## src/rtl/arm_bus_ctrl_if.sv

```systemverilog
// Bus bundle between the synchronized ARM strobes, the register file and arm_bus_ctrl.
// The controller uses the slave modport; whatever drives the ARM side (or a bench) uses master.
interface arm_bus_ctrl_if #(
    parameter int unsigned ADDR_W = 24
);
    // ARM side, already synchronized into the clk domain
    logic              as;
    logic              rs_n;
    logic              ws_n;
    logic [ADDR_W-1:0] addr;
    logic [3:0]        be_n;
    logic [31:0]       din;

    // Register-file side
    logic [31:0]       rf_rdata;
    logic              irq_clr;
    logic [ADDR_W-1:0] rf_addr;
    logic [31:0]       rf_wdata;
    logic [3:0]        rf_be;
    logic              rf_wr;
    logic              rf_rd;

    // Response to the ARM
    logic [31:0]       dout;
    logic              dout_oe;
    logic              dtack_n;
    logic              irq;
    logic              busy;

    modport slave (
        input  as, rs_n, ws_n, addr, be_n, din, rf_rdata, irq_clr,
        output rf_addr, rf_wdata, rf_be, rf_wr, rf_rd, dout, dout_oe, dtack_n, irq, busy
    );

    modport master (
        output as, rs_n, ws_n, addr, be_n, din, rf_rdata, irq_clr,
        input  rf_addr, rf_wdata, rf_be, rf_wr, rf_rd, dout, dout_oe, dtack_n, irq, busy
    );
endinterface

```

## src/rtl/arm_bus_ctrl.sv

```systemverilog
// ARM asynchronous-bus access controller: turns synchronized ARM strobes into single-cycle
// register-file read/write pulses, returns read data with a DTACK handshake, and aborts
// malformed or stuck accesses into an error state that raises a sticky interrupt.
module arm_bus_ctrl #(
    parameter int unsigned ADDR_W    = 24,
    parameter int unsigned RD_LAT    = 2,    // legal range 1..7
    parameter int unsigned TO_CYCLES = 1023
) (
    input logic           clk,
    input logic           rst_n,
    arm_bus_ctrl_if.slave bus
);

    localparam int unsigned TO_W    = $clog2(TO_CYCLES + 1);
    localparam logic [TO_W-1:0] TO_MAX  = TO_W'(TO_CYCLES);
    localparam logic [2:0]      LAT_MAX = 3'(RD_LAT);

    localparam logic [2:0] StIdle   = 3'd0;
    localparam logic [2:0] StRdWait = 3'd1;
    localparam logic [2:0] StWr     = 3'd2;
    localparam logic [2:0] StHold   = 3'd3;
    localparam logic [2:0] StErr    = 3'd4;

    logic [2:0]        state_q,    state_d;
    logic [2:0]        lat_cnt_q,  lat_cnt_d;
    logic [TO_W-1:0]   to_cnt_q,   to_cnt_d;
    logic [ADDR_W-1:0] rf_addr_q,  rf_addr_d;
    logic [31:0]       rf_wdata_q, rf_wdata_d;
    logic [3:0]        rf_be_q,    rf_be_d;
    logic              rf_wr_q,    rf_wr_d;
    logic              rf_rd_q,    rf_rd_d;
    logic [31:0]       dout_q,     dout_d;
    logic              dout_oe_q,  dout_oe_d;
    logic              dtack_n_q,  dtack_n_d;
    logic              irq_q,      irq_d;
    logic              busy_q,     busy_d;

    logic              irq_set;
    logic              timeout;
    logic              strobes_off;
    logic [TO_W-1:0]   to_inc;

    // Next-state, capture and handshake decode for the access FSM
    always_comb begin
        state_d     = state_q;
        lat_cnt_d   = lat_cnt_q;
        rf_addr_d   = rf_addr_q;
        rf_wdata_d  = rf_wdata_q;
        rf_be_d     = rf_be_q;
        dout_d      = dout_q;
        dout_oe_d   = dout_oe_q;
        dtack_n_d   = dtack_n_q;
        rf_rd_d     = 1'b0;
        rf_wr_d     = 1'b0;
        irq_set     = 1'b0;

        // Saturating count of cycles spent outside IDLE
        to_inc      = (to_cnt_q == TO_MAX) ? to_cnt_q : to_cnt_q + TO_W'(1);
        to_cnt_d    = to_inc;
        timeout     = (to_inc == TO_MAX);
        strobes_off = bus.rs_n & bus.ws_n;

        case (state_q)
            StIdle: begin
                to_cnt_d = '0;
                if (bus.as) begin
                    if (!bus.rs_n && !bus.ws_n) begin
                        // Both strobes at once is a protocol violation: no pulses, no capture
                        state_d = StErr;
                        irq_set = 1'b1;
                    end else if (!bus.rs_n) begin
                        rf_addr_d = bus.addr;
                        rf_be_d   = ~bus.be_n;
                        rf_rd_d   = 1'b1;
                        lat_cnt_d = 3'd1;
                        state_d   = StRdWait;
                    end else if (!bus.ws_n) begin
                        rf_addr_d  = bus.addr;
                        rf_wdata_d = bus.din;
                        rf_be_d    = ~bus.be_n;
                        // An all-disabled write is acknowledged but never reaches the file
                        rf_wr_d    = |(~bus.be_n);
                        state_d    = StWr;
                    end
                end
            end

            StRdWait: begin
                if (timeout) begin
                    state_d = StErr;
                    irq_set = 1'b1;
                end else if (lat_cnt_q == LAT_MAX) begin
                    dout_d    = bus.rf_rdata;
                    dout_oe_d = 1'b1;
                    dtack_n_d = 1'b0;
                    state_d   = StHold;
                end else begin
                    lat_cnt_d = lat_cnt_q + 3'd1;
                end
            end

            StWr: begin
                if (timeout) begin
                    state_d = StErr;
                    irq_set = 1'b1;
                end else begin
                    dtack_n_d = 1'b0;
                    state_d   = StHold;
                end
            end

            StHold: begin
                if (timeout) begin
                    dout_oe_d = 1'b0;
                    dtack_n_d = 1'b1;
                    state_d   = StErr;
                    irq_set   = 1'b1;
                end else if (strobes_off) begin
                    dout_oe_d = 1'b0;
                    dtack_n_d = 1'b1;
                    state_d   = StIdle;
                end
            end

            StErr: begin
                dout_oe_d = 1'b0;
                dtack_n_d = 1'b1;
                if (strobes_off) begin
                    state_d = StIdle;
                end
            end

            default: begin
                dout_oe_d = 1'b0;
                dtack_n_d = 1'b1;
                state_d   = StIdle;
            end
        endcase

        // Sticky interrupt; a new error beats a coincident clear
        irq_d  = irq_set | (irq_q & ~bus.irq_clr);
        busy_d = (state_d != StIdle);
    end

    // State and registered outputs, asynchronously cleared
    always_ff @(posedge clk or negedge rst_n) begin
        if (!rst_n) begin
            state_q    <= StIdle;
            lat_cnt_q  <= 3'd0;
            to_cnt_q   <= '0;
            rf_addr_q  <= '0;
            rf_wdata_q <= 32'h0;
            rf_be_q    <= 4'h0;
            rf_wr_q    <= 1'b0;
            rf_rd_q    <= 1'b0;
            dout_q     <= 32'h0;
            dout_oe_q  <= 1'b0;
            dtack_n_q  <= 1'b1;
            irq_q      <= 1'b0;
            busy_q     <= 1'b0;
        end else begin
            state_q    <= state_d;
            lat_cnt_q  <= lat_cnt_d;
            to_cnt_q   <= to_cnt_d;
            rf_addr_q  <= rf_addr_d;
            rf_wdata_q <= rf_wdata_d;
            rf_be_q    <= rf_be_d;
            rf_wr_q    <= rf_wr_d;
            rf_rd_q    <= rf_rd_d;
            dout_q     <= dout_d;
            dout_oe_q  <= dout_oe_d;
            dtack_n_q  <= dtack_n_d;
            irq_q      <= irq_d;
            busy_q     <= busy_d;
        end
    end

    assign bus.rf_addr  = rf_addr_q;
    assign bus.rf_wdata = rf_wdata_q;
    assign bus.rf_be    = rf_be_q;
    assign bus.rf_wr    = rf_wr_q;
    assign bus.rf_rd    = rf_rd_q;
    assign bus.dout     = dout_q;
    assign bus.dout_oe  = dout_oe_q;
    assign bus.dtack_n  = dtack_n_q;
    assign bus.irq      = irq_q;
    assign bus.busy     = busy_q;

    // Handshake invariants
    a_rd_wr_excl : assert property (@(posedge clk) disable iff (!rst_n)
        !(rf_rd_q && rf_wr_q));
    a_oe_in_hold : assert property (@(posedge clk) disable iff (!rst_n)
        dout_oe_q |-> (state_q == StHold));
    a_ack_in_hold : assert property (@(posedge clk) disable iff (!rst_n)
        !dtack_n_q |-> (state_q == StHold));
    a_rd_pulse : assert property (@(posedge clk) disable iff (!rst_n)
        rf_rd_q |-> (state_q == StRdWait));
    a_wr_pulse : assert property (@(posedge clk) disable iff (!rst_n)
        rf_wr_q |-> (state_q == StWr));

endmodule

```

## src/flat_wrapper.sv

```systemverilog
// flat-port wrapper written by rule: the top's interface ports become plain ports
module arm_bus_ctrl_flat 
#(
    parameter int unsigned ADDR_W    = 24,
    parameter int unsigned RD_LAT    = 2,                       
    parameter int unsigned TO_CYCLES = 1023
)
  (clk, rst_n, bus_as, bus_rs_n, bus_ws_n, bus_addr, bus_be_n, bus_din, bus_rf_rdata, bus_irq_clr, bus_rf_addr, bus_rf_wdata, bus_rf_be, bus_rf_wr, bus_rf_rd, bus_dout, bus_dout_oe, bus_dtack_n, bus_irq, bus_busy);
  arm_bus_ctrl_if #(.ADDR_W(ADDR_W)) bus_i ();
  input logic clk;
  input logic rst_n;
  input wire logic [$bits(bus_i.as)-1:0] bus_as;
  input wire logic [$bits(bus_i.rs_n)-1:0] bus_rs_n;
  input wire logic [$bits(bus_i.ws_n)-1:0] bus_ws_n;
  input wire logic [$bits(bus_i.addr)-1:0] bus_addr;
  input wire logic [$bits(bus_i.be_n)-1:0] bus_be_n;
  input wire logic [$bits(bus_i.din)-1:0] bus_din;
  input wire logic [$bits(bus_i.rf_rdata)-1:0] bus_rf_rdata;
  input wire logic [$bits(bus_i.irq_clr)-1:0] bus_irq_clr;
  output wire logic [$bits(bus_i.rf_addr)-1:0] bus_rf_addr;
  output wire logic [$bits(bus_i.rf_wdata)-1:0] bus_rf_wdata;
  output wire logic [$bits(bus_i.rf_be)-1:0] bus_rf_be;
  output wire logic [$bits(bus_i.rf_wr)-1:0] bus_rf_wr;
  output wire logic [$bits(bus_i.rf_rd)-1:0] bus_rf_rd;
  output wire logic [$bits(bus_i.dout)-1:0] bus_dout;
  output wire logic [$bits(bus_i.dout_oe)-1:0] bus_dout_oe;
  output wire logic [$bits(bus_i.dtack_n)-1:0] bus_dtack_n;
  output wire logic [$bits(bus_i.irq)-1:0] bus_irq;
  output wire logic [$bits(bus_i.busy)-1:0] bus_busy;
  assign bus_i.as = bus_as;
  assign bus_i.rs_n = bus_rs_n;
  assign bus_i.ws_n = bus_ws_n;
  assign bus_i.addr = bus_addr;
  assign bus_i.be_n = bus_be_n;
  assign bus_i.din = bus_din;
  assign bus_i.rf_rdata = bus_rf_rdata;
  assign bus_i.irq_clr = bus_irq_clr;
  assign bus_rf_addr = bus_i.rf_addr;
  assign bus_rf_wdata = bus_i.rf_wdata;
  assign bus_rf_be = bus_i.rf_be;
  assign bus_rf_wr = bus_i.rf_wr;
  assign bus_rf_rd = bus_i.rf_rd;
  assign bus_dout = bus_i.dout;
  assign bus_dout_oe = bus_i.dout_oe;
  assign bus_dtack_n = bus_i.dtack_n;
  assign bus_irq = bus_i.irq;
  assign bus_busy = bus_i.busy;
  arm_bus_ctrl #(.ADDR_W(ADDR_W), .RD_LAT(RD_LAT), .TO_CYCLES(TO_CYCLES)) u_core (.clk(clk), .rst_n(rst_n), .bus(bus_i));
endmodule
```

## config.mk

```make
export PLATFORM = sky130hd
export DESIGN_NAME = arm_bus_ctrl_flat
export DESIGN_NICKNAME = d
export VERILOG_FILES = /design/src/rtl/arm_bus_ctrl_if.sv /design/src/rtl/arm_bus_ctrl.sv /design/src/flat_wrapper.sv
export SDC_FILE = /design/constraint.sdc
export NUM_CORES = 1
export LEC_CHECK = 0
export CORE_MARGIN = 4
export CORE_UTILIZATION = 29
export CTS_CLUSTER_DIAMETER = 100
export CTS_CLUSTER_SIZE = 24
export DETAILED_ROUTE_END_ITERATION = 7
export PLACE_DENSITY = 0.58
export SETUP_SLACK_MARGIN = 0.05
export SLEW_MARGIN = 0
export SYNTH_ARGS = -nofsm -noshare
export SYNTH_HDL_FRONTEND = slang
export SYNTH_SLANG_ARGS = --single-unit
export TNS_END_PERCENT = 5
```

## constraint.sdc

```tcl
create_clock -name clk -period 4 [get_ports clk]
set_clock_uncertainty 0.15 [all_clocks]
set_input_delay 0.4 -clock clk [delete_from_list [all_inputs] [get_ports clk]]
set_output_delay 0.4 -clock clk [all_outputs]
set_load 0.005 [all_outputs]
```

==> run metrics, run 1 <==
drt pass-1 iters=4; Inserted Clock Buffers=17; Via Count=3465; post-CTS setup buffer count=0; fmax=0.340 GHz; minimum clock period=2.94 ns; fillers=1507; DP Area=0.00703 mm^2; clk buf depth=2; P per Cell Area=729 mW/mm^2; die height=138 um; vias in the first global route=3722; final WL=12100 um; post-synthesis register bit count=114; clock-pin slew on the worst setup and hold paths=0.05 ns; DIE WIDTH=138 um; Fin. Hold Viols=0; Post-synth EDFFs=0; input/output buffers=195; HP Class=flop to flop; WP data required=4.13 ns; leakage=0.00331 uW; syn_area_per_cell=14.3 um^2; Final Max Tran Viols=0; Vias/cell=4.45; combinational power share=0.392; post-synthesis net count=448; Internal=4030 uW; # setup viols final=0; ys async rst share=1.00; Area contributors post-synth=dfrtp_1 (58%), mux2_2 (13%), mux2_4 (9.2%); DR iter-0 viols=125; Startpoint Class=flop; Worst-Margin Slew=0.698 ns; Netlist cell types=51; TritonCTS Sinks=114; largest net degree at the start of global routing=55; CTS tree=built; max-cap violations=0; Ys Warns=0; area grow syn2layout=54.1%; RSZ-0062 raised after global routing=no; Ports=196; first-pass GRT wire length=19900 um; drt drc=0; clock share of power=0.243; # diodes=0; DP HPWL=8930 um; Max IR drop VDD=0.312 mV; Crit path arrival time=3.08 ns; row count=47; Net Sw Frac=0.270; Cell Area, Synth=0.00491 mm^2; prevailing post-synth register cell=dfrtp_1; gpl congestion=0.782; GRT Overall Usage=0.130; Synth top area share=0.576; largest fanout on the critical path=32; design area=0.00757 mm^2; average wire per standard cell=15.5 um; Final ANT Viol Nets=0; post-synthesis sequential area ratio=0.581; switching pwr=1490 uW; layout net count=652; Worst setup EP type=flop; cell taking the most area after synthesis=dfrtp_1; die area=0.0191 mm^2; GRT overflow=0; initial antenna violation count=0; Flop pwr share=0.365; internal reg-to-reg setup slack=1.06 ns; Tcrit/Tclk final=0.736; Syn Inst Count=343; layout cell share with drive strength beyond 1=0.234; Worst slew margin=0.535; clk root buf=clkbuf_16; Skew-Pair Late Insertion Delay=0.41 ns; Setup TNS=0 ns; status=completed; CTS HTree Levels=4; Setup Crit Path Kind=flop to flop; core area=0.0166 mm^2; Starting Density=0.296
-- synthesized netlist by cell type (3+ instances only) --
library cell / n
a211oi_1: 3
a21oi_1: 4
a41oi_1: 3
and2_1: 3
and3_1: 3
buf_12: 3
buf_2: 8
dfrtp_1: 113
ha_1: 7
inv_1: 7
mux2_2: 57
mux2_4: 30
nand2_1: 14
nand3_1: 11
nor2_1: 15
nor3_1: 7
o21ai_0: 11
-- cell usage in the layout (no fill, tap or decap), types with 4 or more instances in the layout --
cell             Yosys  layout
clkinv_2             0       8
nand3_1             11      11
dfrtp_1            113     113
nor2_1              15      15
nor3_1               7       7
clkdlybuf4s50_1      0     194
buf_4                1       6
mux2_2              57      57
mux2_4              30      30
ha_1                 7       7
o21ai_0             11      11
clkbuf_16            0      17
nand2_1             14      14
a21oi_1              4       4
inv_1                7       7
-- power groups by stage --
stage	sequential [uW]	clock, uW	combinational (uW)
2_1_floorplan	2020	0	895
3_3_place_gp	2000	0	2160
3_5_place_dp	2030	0	2200
4_1_cts	2020	1390	2210
5_1_grt	2080	1450	2330
6_report	2010	1340	2160
-- metal layers --
layer / part of all wire / vias up / global-route usage
li1: - / 1637 / -
met1: 0.43 / 1689 / 0.152
met2: 0.49 / 123 / 0.218
met3: 0.061 / 16 / 0.0483
met4: 0.017 / 0 / 0.0484
met5: 0 / - / 0
-- critical path: stages, from the launching register on --
cell       delay (ns)
dfrtp_1          0.42
ha_1             0.44
a31oi_1          0.15
a41o_1           0.23
a2111oi_2        0.37
nand3_2          0.16
nand2_4          0.47
mux2_2           0.40
-- path summary, 6_finish.rpt --
path	start	to	cells past startpoint
setup / recovery	u_core.to_cnt_q[0]$_DFF_PN0_	u_core.bus.dout[17]$_DFFE_PN0P_	7
hold / removal	u_core.bus.rf_be[1]$_DFFE_PN0P_	u_core.bus.rf_be[1]$_DFFE_PN0P_	2
setup reg to reg	u_core.to_cnt_q[0]$_DFF_PN0_	u_core.bus.dout[17]$_DFFE_PN0P_	7
hold reg to reg	u_core.bus.rf_be[1]$_DFFE_PN0P_	u_core.bus.rf_be[1]$_DFFE_PN0P_	2
max in group asynchronous	rst_n	u_core.bus.rf_wdata[19]$_DFFE_PN0P_	3
min in group asynchronous	rst_n	u_core.bus.dout[7]$_DFFE_PN0P_	2
-- registers in the layout, summed over array words and instances (netlist names) --
name and cells:
u_core.bus.busy 1, u_core.bus.dout 32, u_core.bus.dout_oe 1, u_core.bus.dtack_n 1, u_core.bus.irq 1, u_core.bus.rf_addr 24
u_core.bus.rf_be 4, u_core.bus.rf_rd 1, u_core.bus.rf_wdata 32, u_core.bus.rf_wr 1, u_core.lat_cnt_q 3, u_core.state_q 3
u_core.to_cnt_q 10
-- stage by stage --
step,setup WS (ns),hold WS [ns],cells,util,power (uW)
after detailed placement,1.07,0.331,747,0.424,4230
final,1.06,0.339,779,0.456,5520
after global routing,0.835,0.359,779,0.456,5860
after global placement,1.16,0.320,747,0.424,4170
after CTS,1.06,0.343,779,0.456,5620
after floorplan,1.68,-0.0456,343,-,2920
-- layout make-up --
class / count / area, um^2 / share of cell area
clock inverter: 12 / 93.8 / 0.0124
timing repair buffer: 201 / 2000 / 0.264
sequential: 114 / 2850 / 0.377
tap: 220 / 275 / 0.0364
multi-input combinational: 206 / 1890 / 0.250
inverter: 7 / 26.3 / 0.00347
clock buffer: 19 / 433 / 0.0572
-- what timing repair did --
action                                  4_1_cts  5_1_grt
resized for setup                             0        0
hold buffers                                  1        0
endpoints found under the setup margin        0        0
hold endpoints to repair                     51        0
-- cells by family after synthesis --
| kind of cell | count (synthesis) | synth area share |
|---|---|---|
| buffers and inverters | 23 | 0.0342 |
| multiplexers | 90 | 0.229 |
| XOR/XNOR | 4 | 0.00714 |
| AND/OR/NAND/NOR | 69 | 0.0770 |
| flip-flops | 114 | 0.581 |
| AO/OA/AOI/OAI | 36 | 0.0538 |
| adder cells (fa/ha/maj) | 7 | 0.0178 |
No activity file was read; power rests on OpenSTA's default activity.
==> run 2, diff against run 1 <==
Settings changed: PLACE_DENSITY 0.58 to 0.61.
Clock period 4 ns to 2.45 ns, I/O delays scaled along.
==> run 2 against run 1 <==
Effect of this change: flip-flop and latch count is the same; via count grew 1.7%; largest power group unchanged; combinational power grew 68%; setup slack lost 0.91 ns; highest routed layer unchanged.
==> run metrics, run 2 (synthesis results as in run 1) <==
Tcrit/Tclk final=0.939 (+0.203); Vias/cell=4.46 (+0.16%); RSZ-0062 raised after global routing=yes; DP HPWL=9010 um (+0.91%); DP Cell Count=756 (+1.2%); CTS HTree Levels=4 (unchanged); commonest non-fill, non-tap cell in the layout=clkdlybuf4s50_1; initial antenna violation count=0 (unchanged); # diodes=0 (unchanged); Starting Density=0.296 (unchanged); minimum clock period=2.30 ns (-0.642 ns); drt pass-1 iters=4 (unchanged); leakage=0.00341 uW (+3.1%); Startpoint Class=flop; Inserted Clock Buffers=17 (unchanged); DP Area=0.00715 mm^2 (+1.7%); WP data required=2.58 ns (-1.55 ns); CTS tree=built; drt drc=0 (unchanged); status=completed; largest fanout on the critical path=17 (-47%); area grow syn2layout=58.6%; Post-Layout Cell Count=791 (+1.5%); Worst-Margin Slew=0.633 ns (-0.0652 ns); Core Util, Final=0.470 (+0.0134); die area=0.0191 mm^2 (unchanged); worst-path cell with the longest stage delay=dfrtp_1; Max IR drop VDD=0.568 mV (+82%); clk buf depth=2 (unchanged); P per Cell Area=1210 mW/mm^2 (+65%); average wire per standard cell=15.3 um (-1.4%); Final Max Tran Viols=0 (unchanged); Skew-Pair Late Insertion Delay=0.40 ns (about the same); layout cell share with drive strength beyond 1=0.254 (+0.0196); HP Class=input port to asynchronous set/reset pin; layout net count=663 (+1.7%); vias in the first global route=3821 (+2.7%); Setup TNS=0 ns (unchanged); final WL=12100 um (about the same); GRT overflow=0 (unchanged); Via Count=3524 (+1.7%); core area=0.0166 mm^2 (unchanged); row count=47 (unchanged); Setup Crit Path Kind=flop to flop; input/output buffers=195 (unchanged); max incr delay on CP=0.35 ns (-0.12 ns); crit path cell chain=ha_1 > a31oi_1 > a41o_1 > a2111oi_4 > nand3_2 > nand2_4 > buf_12 > mux2_4; DR iter-0 viols=94 (-25%); clk root buf=clkbuf_16; die height=138 um (unchanged); Worst setup EP type=flop; DIE WIDTH=138 um (unchanged); gpl congestion=0.766 (-2.0%); max-cap violations=0 (unchanged); Fin. Hold Viols=0 (unchanged); Crit path arrival time=2.44 ns (-0.64 ns); leading cell types in the layout, fill and taps excluded=clkdlybuf4s50_1 (194), dfrtp_1 (113), mux2_2 (57); TritonCTS Sinks=114 (unchanged); total power=9400 uW (+70%); design area=0.00779 mm^2 (+2.9%); Ports=196 (unchanged); Worst slew margin=0.578 (+0.0435); GRT Overall Usage=0.129 (-0.000905); first-pass GRT wire length=19900 um (-0.24%); clock-pin slew on the worst setup and hold paths=0.05 ns (about the same); fmax=0.435 GHz (+28%); fillers=1466 (-2.7%); # setup viols final=0 (unchanged); largest net degree at the start of global routing=53 (-3.6%); Final ANT Viol Nets=0 (unchanged)
run 2: changes by cell type in the layout (fill, tap and decap cells not counted):
| cell | previous run | this run |
|---|---|---|
| clkinvlp_4 | 2 | 3 |
| clkinv_2 | 8 | 5 |
| clkbuf_8 | 0 | 1 |
| buf_4 | 6 | 13 |
| clkinv_4 | 1 | 3 |
| bufinv_16 | 1 | 3 |
| clkbuf_1 | 2 | 0 |
| buf_12 | 0 | 4 |
| a2111oi_4 | 0 | 1 |
| a2111oi_2 | 1 | 0 |
run 2: worst max-delay path, delay by kind of cell, from the launching register on:
kind,cells,cell delay [ns]
AOI/OAI and AO/OA,3,0.65
muxes,1,0.31
DFF,1,0.35
buffers and inverters,1,0.19
adders and majority gates,1,0.23
and+or+nand+nor,2,0.29
run 2: per-stage QoR:
stage | setup WS [ns] | hold slack, ns
after global routing | 0.0290 | 0.277
after floorplan | 0.128 | -0.201
final | 0.149 | 0.248
after detailed placement | 0.0897 | 0.165
after CTS | 0.0873 | 0.272
after global placement | 0.125 | 0.158
run 2: timing repair:
action                                  4_1_cts  5_1_grt
setup buffers                                 0        2
resized for setup                             0        1
hold buffers                                  1        0
hold endpoints to repair                     44        0
endpoints found under the setup margin        0       29
run 2: where the power goes:
| group | switching, uW | internal, uW | total [uW] |
|---|---|---|---|
| Sequential | 506 | 2770 | 3280 |
| Clock | 874 | 1620 | 2490 |
| Combinational | 1120 | 2510 | 3630 |
run 2: final cells by class:
type	instances	area (um^2)	share of cell area
flip-flops and latches	114	2850	0.366
repair buffers	212	2130	0.273
multi-input cells	206	1900	0.244
clock buffers	18	439	0.0564
well taps	220	275	0.0353
clock inverters	14	164	0.0210
inverters	7	26.3	0.00337
run 2: path summary, 6_finish.rpt:
kind	start	end	slack, ns	cells after the start
worst max-delay path	u_core.to_cnt_q[0]$_DFF_PN0_	u_core.bus.dout[14]$_DFFE_PN0P_	0.15	8
worst min-delay path	rst_n	u_core.lat_cnt_q[1]$_DFFE_PN0P_	0.25	2
worst max register to register	u_core.to_cnt_q[0]$_DFF_PN0_	u_core.bus.dout[14]$_DFFE_PN0P_	0.15	8
worst min register to register	u_core.bus.rf_be[1]$_DFFE_PN0P_	u_core.bus.rf_be[1]$_DFFE_PN0P_	0.33	2
max in group asynchronous	rst_n	u_core.bus.dtack_n$_DFFE_PN1P_	1.20	3
min in group clk	bus_din[13]	u_core.bus.rf_wdata[13]$_DFFE_PN0P_	0.29	2
run 2: per-layer routing:
layer | vias to the layer above | track usage | part of all wire
met1 | 1715 | 0.151 | 0.42
met5 | - | 0 | 0
met4 | 0 | 0.0463 | 0.017
li1 | 1662 | - | -
met2 | 131 | 0.216 | 0.50
met3 | 16 | 0.0515 | 0.060
==> run 3, diff against run 2 <==
--- a/config.mk
+++ b/config.mk
@@ -11,5 +11,5 @@
 export CTS_CLUSTER_SIZE = 24
 export DETAILED_ROUTE_END_ITERATION = 7
-export PLACE_DENSITY = 0.61
+export PLACE_DENSITY = 0.58
 export SETUP_SLACK_MARGIN = 0.05
 export SLEW_MARGIN = 0
==> constraint.sdc (replaced) <==
create_clock -name clk -period 2.55 [get_ports clk]
set_clock_uncertainty 0.15 [all_clocks]
set_input_delay 0.765 -clock clk [delete_from_list [all_inputs] [get_ports clk]]
set_output_delay 0.765 -clock clk [all_outputs]
set_load 0.005 [all_outputs]
==> run 3 against run 2 <==
Effect of this change: flip-flop and latch count stayed put; sequential power is 4% lower; sequential share of layout area is 0.33 points lower; cell area is 0.90% higher; largest power group unchanged; first-iteration DRC count is 54% higher.
==> run metrics, run 3 (synthesis results as in run 1) <==
Ports=196 (unchanged); cts hold-fix bufs=0 (-1); clock-pin slew on the worst setup and hold paths=0.05 ns (about the same); layout cell share with drive strength beyond 1=0.252 (-0.00175); Core Util, Final=0.474 (+0.00423); Starting Density=0.296 (unchanged); clock share of power=0.283 (+0.018); clk root buf=clkbuf_16; post-CTS sizing=0 (unchanged); area grow syn2layout=60.1%; average wire per standard cell=15.5 um (+1.2%); leakage=0.00345 uW (+1.2%); crit path cell chain=clkdlybuf4s50_1; Final Max Tran Viols=0 (unchanged); drt pass-1 iters=4 (unchanged); Flop pwr share=0.339 (-0.010); initial antenna violation count=0 (unchanged); WP data required=1.64 ns (-0.94 ns); DP HPWL=9190 um (+2.0%); final WL=12300 um (+1.2%); hold_ws=0.142 ns (-0.106 ns); status=completed; final setup margin=0.167 ns (+0.0174 ns); CTS HTree Levels=4 (unchanged); RSZ-0062 raised after global routing=no; Worst Path Buf+Inv=1 (unchanged); largest net degree at the start of global routing=52 (-1.9%); GRT Overall Usage=0.131 (+0.00183); TritonCTS Sinks=114 (unchanged); design area=0.00786 mm^2 (+0.90%); Tcrit/Tclk final=0.935; reg-to-reg critical path startpoint=u_core.to_cnt_q[2]$_DFF_PN0_; Startpoint Class=flop; DIE WIDTH=138 um (unchanged); fmax=0.420 GHz; first-pass GRT wire length=20400 um (+2.8%); combinational power share=0.379 (-0.007); Worst setup EP type=output port; worst-path cell with the longest stage delay=clkdlybuf4s50_1; post-CTS setup buffer count=0 (unchanged); Internal=6920 uW (+0.29%); commonest non-fill, non-tap cell in the layout=clkdlybuf4s50_1; Crit path arrival time=1.47 ns (-0.97 ns); DR iter-0 viols=145 (+54%); drt drc=0 (unchanged); largest fanout on the critical path=2 (-15); Top delay family on crit path=buffers and inverters; Final ANT Viol Nets=0 (unchanged); Worst slew margin=0.704 (+0.126); max-cap violations=0 (unchanged); input/output buffers=195 (unchanged); Setup Crit Path Kind=flop to output port; minimum clock period=2.38 ns; Via Count=3526 (+0.057%); CTS tree=built; # diodes=0 (unchanged); row count=47 (unchanged); # setup viols final=0 (unchanged); Inserted Clock Buffers=17 (unchanged); switching pwr=2360 uW (-5.8%); P per Cell Area=1180 mW/mm^2 (-2.2%); clk buf depth=2 (unchanged); leading cell types in the layout, fill and taps excluded=clkdlybuf4s50_1 (194), dfrtp_1 (113), mux2_2 (57); dpl ws=-0.00528 ns (-0.0949 ns); vias in the first global route=3733 (-2.3%); max incr delay on CP=0.55 ns (+0.20 ns); die height=138 um (unchanged); Fin. Hold Viols=0 (unchanged); Max IR drop VDD=0.510 mV (-10%); HP Class=input port to asynchronous set/reset pin; layout net count=663 (unchanged); Worst-Margin Slew=0.441 ns (-0.192 ns); Skew-Pair Late Insertion Delay=0.40 ns (about the same); die area=0.0191 mm^2 (unchanged); core area=0.0166 mm^2 (unchanged); DP Area=0.00720 mm^2 (+0.67%); Vias/cell=4.46 (about the same); gpl congestion=0.799 (+4.2%); Setup crit start=u_core.bus.dtack_n$_DFFE_PN1P_; Net Sw Frac=0.254 (-0.0120); GRT overflow=0 (unchanged)
-- run 3: power groups by stage --
stage | registers (uW) | clock network (uW) | logic (uW)
5_1_grt | 3250 | 2790 | 3780
2_1_floorplan | 3170 | 0 | 1400
3_5_place_dp | 3160 | 0 | 3560
6_report | 3140 | 2620 | 3510
4_1_cts | 3150 | 2700 | 3580
3_3_place_gp | 3150 | 0 | 3510
-- run 3: worst register-to-register path: stages (launching register included) --
cell and delay, ns:
dfrtp_1 0.56, a31oi_1 0.14, a41o_1 0.23, a2111oi_2 0.36, nand3_2 0.16, nand2_4 0.15, buf_12 0.19, mux2_4 0.32
-- run 3: through the flow --
step | std cells | setup TNS [ns] | total power (uW)
floorplan | 343 | 0 | 4580
global placement | 759 | 0 | 6650
detailed placement | 759 | -0.0130 | 6720
CTS | 791 | 0 | 9420
global route | 791 | 0 | 9820
finish | 791 | 0 | 9270
-- run 3: final cells by class --
class / instances / area (um^2)
sequential: 114 / 2850
multi-input combinational: 206 / 1890
timing repair buffer: 212 / 2150
clock buffer: 23 / 488
inverter: 7 / 26.3
tap: 220 / 275
fill: 1457 / 8720
clock inverter: 9 / 175
-- run 3: worst paths after layout --
kind	to	slack (ns)	depth (start not counted)
max in group asynchronous	u_core.bus.rf_addr[22]$_DFFE_PN0P_	1.50	2
min reg2reg	u_core.bus.rf_be[3]$_DFFE_PN0P_	0.34	2
max	bus_dtack_n	0.17	1
min	u_core.bus.dout[10]$_DFFE_PN0P_	0.14	1
min in group clk	u_core.bus.rf_be[3]$_DFFE_PN0P_	0.34	2
max reg2reg	u_core.bus.dout[10]$_DFFE_PN0P_	0.18	7
-- run 3: routing by layer --
layer / vias up / GRT usage / wire [um]
met4: 0 / 0.0390 / 100
li1: 1663 / - / -
met1: 1713 / 0.167 / 5480
met2: 144 / 0.208 / 5880
met3: 6 / 0.0494 / 803
met5: - / 0 / 0
